--- src/rtl/csr_trap_ctrl_pkg.sv ---
// Shared definitions for the CSR/trap sequencer: instruction field codes,
// trap codes, FSM state encoding and the machine-mode CSR addresses.
package csr_trap_ctrl_pkg;

    localparam int CSR_ADDR_W = 12;

    typedef enum logic [2:0] {
        ST_IDLE   = 3'd0,
        ST_READ   = 3'd1,
        ST_WRITE  = 3'd2,
        ST_TRAP   = 3'd3,
        ST_MRET   = 3'd4,
        ST_VECTOR = 3'd5
    } state_t;

    localparam logic [2:0] F3_SYSTEM = 3'b000;
    localparam logic [2:0] F3_RW     = 3'b001;
    localparam logic [2:0] F3_RS     = 3'b010;
    localparam logic [2:0] F3_RC     = 3'b011;
    localparam logic [2:0] F3_RSV    = 3'b100;
    localparam logic [2:0] F3_RWI    = 3'b101;
    localparam logic [2:0] F3_RSI    = 3'b110;
    localparam logic [2:0] F3_RCI    = 3'b111;

    localparam logic [1:0] OP_RW = 2'b01;
    localparam logic [1:0] OP_RS = 2'b10;
    localparam logic [1:0] OP_RC = 2'b11;

    localparam logic [1:0] SYS_NONE    = 2'b00;
    localparam logic [1:0] SYS_ECALL   = 2'b01;
    localparam logic [1:0] SYS_ILLEGAL = 2'b10;
    localparam logic [1:0] SYS_MRET    = 2'b11;

    localparam logic [1:0] TRAP_NONE    = 2'b00;
    localparam logic [1:0] TRAP_ECALL   = 2'b01;
    localparam logic [1:0] TRAP_ILLEGAL = 2'b10;
    localparam logic [1:0] TRAP_MRET    = 2'b11;

    localparam logic [11:0] CSR_MSTATUS = 12'h300;
    localparam logic [11:0] CSR_MTVEC   = 12'h305;
    localparam logic [11:0] CSR_MEPC    = 12'h341;
    localparam logic [11:0] CSR_MCAUSE  = 12'h342;

    // True for the CSRs the register file actually implements
    function automatic logic csr_is_implemented(input logic [11:0] addr);
        return (addr == CSR_MSTATUS) || (addr == CSR_MTVEC) ||
               (addr == CSR_MEPC)    || (addr == CSR_MCAUSE);
    endfunction

endpackage

--- src/rtl/csr_trap_ctrl_rmw_alu.sv ---
// Read-modify-write datapath: picks the register or immediate operand,
// computes the RW/RS/RC result and flags set/clear forms with a zero source,
// which must leave the CSR untouched.
module csr_rmw_alu
    import csr_trap_ctrl_pkg::*;
#(
    parameter int XLEN = 64
) (
    input  logic [2:0]      funct3,
    input  logic [XLEN-1:0] old_value,
    input  logic [XLEN-1:0] src,
    input  logic [4:0]      zimm,
    input  logic            rs1_zero,
    output logic [XLEN-1:0] new_value,
    output logic            write_suppress
);

    logic [XLEN-1:0] operand;

    // Operand select, new-value compute and write suppression
    always_comb begin
        operand        = funct3[2] ? {{(XLEN-5){1'b0}}, zimm} : src;
        new_value      = old_value;
        write_suppress = 1'b0;
        case (funct3[1:0])
            OP_RW: new_value = operand;
            OP_RS: begin
                new_value      = old_value | operand;
                write_suppress = rs1_zero;
            end
            OP_RC: begin
                new_value      = old_value & ~operand;
                write_suppress = rs1_zero;
            end
            default: new_value = old_value;
        endcase
    end

endmodule

--- src/rtl/csr_trap_ctrl.sv ---
// CSR / trap sequencer between execute and the CSR register file.
// Runs CSR read-modify-write operations and sequences ecall, illegal and
// mret through the CSR file trap port followed by a PC redirect.
// Optional build macro: CSR_ACCESS_CHECK_EN (unimplemented CSR addresses
// raise an illegal-instruction trap instead of being accessed).
module csr_trap_ctrl
    import csr_trap_ctrl_pkg::*;
#(
    parameter int XLEN   = 64,
    parameter int CSR_AW = CSR_ADDR_W,
    parameter int PC_W   = 64
) (
    input  logic              clk,
    input  logic              rst_n,
    input  logic              req_valid,
    output logic              req_ready,
    input  logic [2:0]        req_funct3,
    input  logic [1:0]        req_sys,
    input  logic [CSR_AW-1:0] req_addr,
    input  logic [XLEN-1:0]   req_src,
    input  logic [4:0]        req_zimm,
    input  logic              req_rs1_zero,
    input  logic [PC_W-1:0]   req_pc,
    output logic [CSR_AW-1:0] csr_read_addr,
    input  logic [XLEN-1:0]   csr_read_data,
    output logic              csr_we,
    output logic [CSR_AW-1:0] csr_write_addr,
    output logic [XLEN-1:0]   csr_write_data,
    output logic [1:0]        trap,
    output logic [PC_W-1:0]   trap_pc,
    output logic              rsp_valid,
    output logic [XLEN-1:0]   rsp_rd_data,
    output logic              redirect_valid,
    output logic [PC_W-1:0]   redirect_pc,
    output logic              busy
);

    state_t            state;
    state_t            state_next;

    logic [CSR_AW-1:0] addr_q;
    logic [2:0]        funct3_q;
    logic [XLEN-1:0]   src_q;
    logic [4:0]        zimm_q;
    logic              rs1_zero_q;
    logic [PC_W-1:0]   pc_q;
    logic [1:0]        kind_q;
    logic [XLEN-1:0]   old_q;

    logic              accept;
    logic              req_is_csr;
    logic              req_is_mret;
    logic              access_ok;
    logic [1:0]        req_kind;
    logic [XLEN-1:0]   alu_new;
    logic              alu_suppress;

    assign accept      = req_valid && (state == ST_IDLE);
    assign req_is_csr  = (req_funct3[1:0] != 2'b00);
    assign req_is_mret = (req_funct3 == F3_SYSTEM) && (req_sys == SYS_MRET);

`ifdef CSR_ACCESS_CHECK_EN
    assign access_ok = csr_is_implemented(req_addr);
`else
    assign access_ok = 1'b1;
`endif

    // Classify the incoming request into the trap it would raise
    always_comb begin
        if (req_is_mret)
            req_kind = TRAP_MRET;
        else if ((req_funct3 == F3_SYSTEM) && (req_sys == SYS_ECALL))
            req_kind = TRAP_ECALL;
        else
            req_kind = TRAP_ILLEGAL;
    end

    csr_rmw_alu #(.XLEN(XLEN)) u_alu (
        .funct3         (funct3_q),
        .old_value      (old_q),
        .src            (src_q),
        .zimm           (zimm_q),
        .rs1_zero       (rs1_zero_q),
        .new_value      (alu_new),
        .write_suppress (alu_suppress)
    );

    // Capture the request on handshake and the old CSR value during READ
    always_ff @(posedge clk or negedge rst_n) begin
        if (!rst_n) begin
            addr_q     <= '0;
            funct3_q   <= '0;
            src_q      <= '0;
            zimm_q     <= '0;
            rs1_zero_q <= 1'b0;
            pc_q       <= '0;
            kind_q     <= TRAP_NONE;
            old_q      <= '0;
        end else begin
            if (accept) begin
                addr_q     <= req_addr;
                funct3_q   <= req_funct3;
                src_q      <= req_src;
                zimm_q     <= req_zimm;
                rs1_zero_q <= req_rs1_zero;
                pc_q       <= req_pc;
                kind_q     <= req_kind;
            end
            if (state == ST_READ)
                old_q <= csr_read_data;
        end
    end

    // State register
    always_ff @(posedge clk or negedge rst_n) begin
        if (!rst_n)
            state <= ST_IDLE;
        else
            state <= state_next;
    end

    // Next-state logic
    always_comb begin
        state_next = state;
        case (state)
            ST_IDLE: begin
                if (req_valid) begin
                    if (req_is_csr && access_ok)
                        state_next = ST_READ;
                    else if (req_is_mret)
                        state_next = ST_MRET;
                    else
                        state_next = ST_TRAP;
                end
            end
            ST_READ:   state_next = ST_WRITE;
            ST_WRITE:  state_next = ST_IDLE;
            ST_TRAP:   state_next = ST_VECTOR;
            ST_MRET:   state_next = ST_VECTOR;
            ST_VECTOR: state_next = ST_IDLE;
            default:   state_next = ST_IDLE;
        endcase
    end

    // Output decode per state
    always_comb begin
        req_ready      = (state == ST_IDLE);
        busy           = (state != ST_IDLE);
        csr_read_addr  = '0;
        csr_we         = 1'b0;
        csr_write_addr = '0;
        csr_write_data = '0;
        trap           = TRAP_NONE;
        trap_pc        = '0;
        rsp_valid      = 1'b0;
        rsp_rd_data    = '0;
        redirect_valid = 1'b0;
        redirect_pc    = '0;
        case (state)
            ST_READ: csr_read_addr = addr_q;
            ST_WRITE: begin
                rsp_valid      = 1'b1;
                rsp_rd_data    = old_q;
                csr_we         = !alu_suppress;
                csr_write_addr = addr_q;
                csr_write_data = alu_new;
            end
            ST_TRAP: begin
                trap    = kind_q;
                trap_pc = pc_q;
            end
            ST_MRET: begin
                trap    = TRAP_MRET;
                trap_pc = pc_q;
            end
            ST_VECTOR: begin
                redirect_valid = 1'b1;
                if (kind_q == TRAP_MRET) begin
                    csr_read_addr = CSR_AW'(CSR_MEPC);
                    redirect_pc   = PC_W'(csr_read_data);
                end else begin
                    csr_read_addr = CSR_AW'(CSR_MTVEC);
                    redirect_pc   = PC_W'(csr_read_data & ~XLEN'(3));
                end
            end
            default: ;
        endcase
    end

endmodule
--- config.mk ---
export PLATFORM = sky130hd
export DESIGN_NAME = csr_trap_ctrl
export DESIGN_NICKNAME = d
export VERILOG_FILES = /design/src/rtl/csr_trap_ctrl_pkg.sv /design/src/rtl/csr_trap_ctrl_rmw_alu.sv /design/src/rtl/csr_trap_ctrl.sv
export SDC_FILE = /design/constraint.sdc
export NUM_CORES = 1
export LEC_CHECK = 0
export CAP_MARGIN = 20
export CORE_AREA = 4 4 195 197
export CTS_CLUSTER_DIAMETER = 50
export DETAILED_ROUTE_END_ITERATION = 8
export DIE_AREA = 0 0 199 201
export PLACE_DENSITY = 0.74
export SLEW_MARGIN = 20
export SYNTH_ARGS = -nofsm -noshare
export SYNTH_HDL_FRONTEND = slang
export SYNTH_SLANG_ARGS = --single-unit
export TNS_END_PERCENT = 50
--- constraint.sdc ---
create_clock -name clk -period 3.9 [get_ports clk]
set_input_delay 0.39 -clock clk [delete_from_list [all_inputs] [get_ports clk]]
set_output_delay 0.39 -clock clk [all_outputs]
set_load 0.01 [all_outputs]
## Word-level counts from Yosys, hierarchy flattened

Cells that the tools add are included.

| word-level totals | value |
|---|---|
| word-level logic and storage cells | 55 |
| output and inout port bits | 287 |
| register bits after elaboration | 218 |
| input port bits | 218 |

| operators by class | value |
|---|---|
| reductions and logical operators | 10 |
| equal/unequal tests | 12 |
| multiplexer cells | 21 |
| bitwise operators | 3 |

Operator list:

| operator | number |
|---|---|
| $mux W64 | 5 |
| $pmux W64 S3 | 1 |
| $and A64 B64 Y64 | 1 |
| $not A64 Y64 | 1 |
| $or A64 B64 Y64 | 1 |
| $pmux W12 S2 | 1 |
| $mux W12 | 1 |
| $mux W3 | 3 |
| $pmux W3 S3 | 1 |
| $eq A2 B2 Y1 const B | 4 |
| $mux W7 | 1 |
| $eq A3 B2 Y1 const B | 2 |
| $eq A3 B3 Y1 const B | 2 |
| $logic_not A3 Y1 | 2 |
| $mux W2 | 3 |
| $eq A2 B1 Y1 const B | 2 |
| $mux W1 | 4 |
| $pmux W2 S2 | 1 |
| $reduce_or A2 Y1 | 2 |
| $eq A3 B1 Y1 const B | 1 |
| $logic_and A1 B1 Y1 | 3 |
| $reduce_bool A3 Y1 | 1 |
| $ne A2 B2 Y1 const B | 1 |
| $reduce_bool A2 Y1 | 1 |
| $logic_not A1 Y1 | 1 |

## Depth between registers and ports, before layout

| depth | value |
|---|---|
| depth after elaboration | 6 |
| gate-level depth with buffers | 7 |
| depth with buffers taken out | 4 |

## By module

Synthesis repeated with hierarchy kept, for this count alone.

| second synthesis, totals | value |
|---|---|
| cells, all modules | 1147 |
| area, all modules | 12469.5 µm² |

Modules (own cells, without submodules):

| module | area each (µm²) | cells each | instances | seq. area each (µm²) |
|---|---|---|---|---|
| csr_trap_ctrl | 10105.9 | 795 | 1 | 5455.2 |
| csr_rmw_alu | 2363.5 | 352 | 1 | 0.0 |

## Worst setup path before layout

Ideal clock, no wire load.

| path | value |
|---|---|
| path type | reg2out |
| start | register state[1] |
| end | output port redirect_pc[54] |
| arrival time | 1.428 ns |
| stages on the path, launching flop included | 6 |
| setup slack | 2.082 ns |
| buffers on the path | 2 |
| path through | dfrtp_1 -> buf_2 -> nand2b_1 -> nor2_2 -> clkbuf_1 -> and2_1 |

| between the ends | value |
|---|---|
| word-level cells in the longest chain between the ends | 2 |

RTL lines:

| element | line | text |
|---|---|---|
| from (decl) | csr_trap_ctrl.sv:38 | `state_t state;` |
| from (signal assigned) | csr_trap_ctrl.sv:119 | `state <= state_next;` |
| $eq A3 B3 Y1 | csr_trap_ctrl.sv:159 | `case (state)` |
| $mux W64 | csr_trap_ctrl.sv:159 |  |
| to (decl) | csr_trap_ctrl.sv:34 | `output logic [PC_W-1:0] redirect_pc,` |

Every way passes these cells.

## Final worst setup path

| path | value |
|---|---|
| start | register state[2] |
| end | output port csr_write_data[1] |

| between the ends | value |
|---|---|
| word-level cells in the longest chain between the ends | 2 |

RTL lines:

| element | line | text |
|---|---|---|
| $eq A3 B2 Y1 | csr_trap_ctrl.sv:159 |  |
| $mux W64 | csr_trap_ctrl.sv:159 |  |
| to (decl) | csr_trap_ctrl.sv:28 | `output logic [XLEN-1:0] csr_write_data,` |

Every way passes these cells.

==> flow_summary_export.csv <==
group,metric,value,unit
outcome,run_status,"finished, violations left",
outcome,violations,"negative hold slack",
yosys,syn_avg_cell_area,10.2,sq um
pwr,peak_supply_drop,0.560,mV
critical_path,cp.buffers_inverters,3,
yosys,synth.distinct_cells,33,
timing,final_period_util,90.4,%
grt,grt_start_max_net_pins,120,
pwr,report.power.total,15.0,mW
route,routed_wirelength,43.4,mm
clock_network,cts_setup_buffers,0,
timing,setup_viol,0,
critical_path,required_time_worst_endpoint,3.51,ns
floorplan,die_h,201,um
floorplan,coreArea,0.0363,sq mm
clock_network,cts_hold_buf,0,
floorplan,die_w,199,um
yosys,synth.yosys.warnings,0,
placed_design,dp.cells,2052,
critical_path,critical_path_depth,6,
clock_network,ctsRootBufferMaster,"clkbuf_16",
clock_network,cts.repair.resized,0,
critical_path,end_kind,"output port",
grt,globalRoute.totalOverflow,0,
route,drt_pre_antenna_iters,8,
yosys,synthesis.area,0.0118,sq mm
finish,layout.nets,1838,
yosys,ys_seq_elements,218,
timing,finalHoldViolCount,15,
critical_path,crit-reg2reg-capture,"old_q[4]$_DFFE_PN0N_",
placed_design,sum_of_net_half_perimeters_after_detailed_placement,30.4,mm
yosys,net_count_of_the_mapped_netlist,1379,
worst_hold_path,class_of_the_worst_hold_path,"primary input to async pin",
timing,fin_crit,3.53,ns
critical_path,startpoint_type,"flop",
route,avgViaCountPerCell,5.14,
critical_path,critical_path_peak_fanout,63,
finish,antennaDiodeCount,0,
timing,setup_total_negative_slack,0,ns
critical_path,cpPeakStageDelay,0.58,ns
critical_path,cp_cell_sequence,"nor2_2, buf_4, nand2_4, buf_12, a31oi_1, clkdlybuf4s50_1",
clock_network,cts_buffers,34,
critical_path,register_to_register_path_depth,4,
finish,final_layout_size_suffix_gt1_share,14.7,%
timing,hold_slack,-0.0417,ns
floorplan,die_area,0.0400,sq mm
floorplan,rows,70,
timing,fin_skew,0.0150,ns
critical_path,crit_type,"flop to output port",
timing,finalMaxSlewViolations,0,
placed_design,i_o_buffers,504,
clock_network,cts_sinks,218,
timing,grt_setup_unrepaired,"false",
timing,worst_slew_margin_rel,34.6,%
clock_network,clock_insertion_delay_worst_skew,0.50,ns
critical_path,worstReg2RegStart,"state[1]$_DFFE_PN0P_",
job,drv.max_cap_violation_count,0,
critical_path,crit_arrival,3.14,ns
route,drt-initial-drc-count,716,
finish,final.fill_count,3240,
pwr,power_density,821,mW/mm^2
critical_path,cpMaxStageDelayCell,"clkdlybuf4s50_1",
pwr,static-leakage-power,7.73,nW
clock_network,cts_tree,"yes",
floorplan,initial_utilization,32.5,%
route,route.detailed.wl_per_inst,20.5,um
grt,first_global_vias,11400,
finish,layout-area-overhead-vs-synth,55.6,%
clock_network,clkSlewWorstSetupHoldPaths,0.06,ns
yosys,syn-instance-count,1161,
critical_path,critical_path.top_delay_family,"buffers and inverters",
yosys,synth-seq-area-share,46.3,%
route,drc,0,
finish,fin_cells,2113,
route,via_count,10900,
grt,antenna_violations_before_repair,0,
route,antenna_left,0,
placed_design,gpl.final_weighted_congestion,0.814,
timing,maxClockFrequency,284,MHz
floorplan,pin_count,505,
finish,final_util,50.6,%
clock_network,ctsLongestPathBuffers,3,
critical_path,timing.reg2reg.setup_slack,1.46,ns
grt,grt_first_pass_wirelength,65.7,mm
timing,worst_slew_pin_slew,0.981,ns
clock_network,cts-htree-levels,2,
grt,globalRouteTotalUtil,20.7,%
cell families after synthesis:
logic type | count (synthesis) | share of synthesized area, %
buffers and inverters | 161 | 6.37
DFF | 218 | 46.3
muxes | 217 | 20.1
and+or+nand+nor | 425 | 18.5
AOI/OAI and AO/OA | 140 | 8.76
power by group:
group	switching [mW]	internal (mW)	leakage, nW
Clock	1.13	2.01	0.558
Sequential	0.815	3.44	2.59
Combinational	3.78	3.87	4.58
Total	5.73	9.32	7.73
layout make-up:
cell class / count / area [sq um] / area share (%)
Multi-Input combinational cell: 782 / 5620 / 30.6
Sequential cell: 218 / 5460 / 29.8
Timing Repair Buffer: 521 / 5270 / 28.7
Clock buffer: 40 / 905 / 4.93
Tap cell: 468 / 586 / 3.19
Clock inverter: 21 / 267 / 1.45
Inverter: 63 / 236 / 1.29
placed cells by master, fill, tap and decap left out, types with 2 or more instances in the layout:
cell type and n:
and3_1 21, nor3_1 2, a31oi_1 6, clkinv_2 5, mux2i_1 62, clkdlybuf4s50_1 503
nand2b_1 59, dfrtp_2 3, a21oi_1 2, inv_6 3, o21ai_0 62, bufinv_16 5
nor2_4 2, clkbuf_16 35, nand3_1 5, clkinvlp_4 6, a222oi_1 58, buf_4 10
clkbuf_1 4, and2_1 135, inv_1 62, a21o_1 4, nor2_1 125, nand2_1 67
dfrtp_1 215, mux2_2 155, buf_12 7, o21bai_1 5
Yosys cell counts, drive strengths merged:
cell	number	area share, %
or2	1	0.053
o22a	1	0.074
a222oi	58	4.9
a311oi	1	0.074
a31o	1	0.074
nor3	4	0.25
mux2i	62	5.3
o21bai	5	0.32
a31oi	6	0.32
buf	53	2.9
nor2	128	4.1
inv	63	2.0
and3	21	1.1
nand3	5	0.21
dfrtp	218	46
nand2	68	2.2
o21ai	62	2.6
clkbuf	45	1.4
and2	135	7.2
nor2b	1	0.053
nor4b	2	0.20
a21oi	2	0.085
nor3b	1	0.064
nand2b	59	3.1
a21o	4	0.25
mux2	155	15
metal layers:
metal / vias to the layer above / wire length, um / global-route usage, %
met1: 5385 / 16400 / 24.1
met4: 0 / 1400 / 7.23
li1: 4889 / - / -
met3: 81 / 3950 / 6.55
met5: - / 0 / 0
met2: 502 / 21700 / 35.7
state kept, by name (all words and copies together) (netlist names):
register / flops
funct3_q: 3
zimm_q: 5
state: 3
addr_q: 12
old_q: 64
src_q: 64
rs1_zero_q: 1
pc_q: 64
kind_q: 2
stage by stage:
stage / area (sq um) / setup WS, ns
2_1_floorplan: 11800 / 2.08
3_3_place_gp: 17200 / 0.939
3_5_place_dp: 17200 / 0.896
4_1_cts: 18300 / 0.347
5_1_grt: 18300 / 0.209
6_report: 18300 / 0.374
worst max-delay path by stage:
stage                                     from                end  slack, ns
after floorplan           state[1]$_DFFE_PN0P_    redirect_pc[54]       2.08
after global placement    state[1]$_DFFE_PN0P_        trap_pc[60]       0.94
after detailed placement  state[1]$_DFFE_PN0P_        trap_pc[59]       0.90
after CTS                 state[1]$_DFFE_PN0P_        trap_pc[60]       0.35
after global routing      state[2]$_DFFE_PN0P_  csr_write_data[4]       0.21
final                     state[2]$_DFFE_PN0P_  csr_write_data[1]       0.37
(Power assumes the default switching activity.)
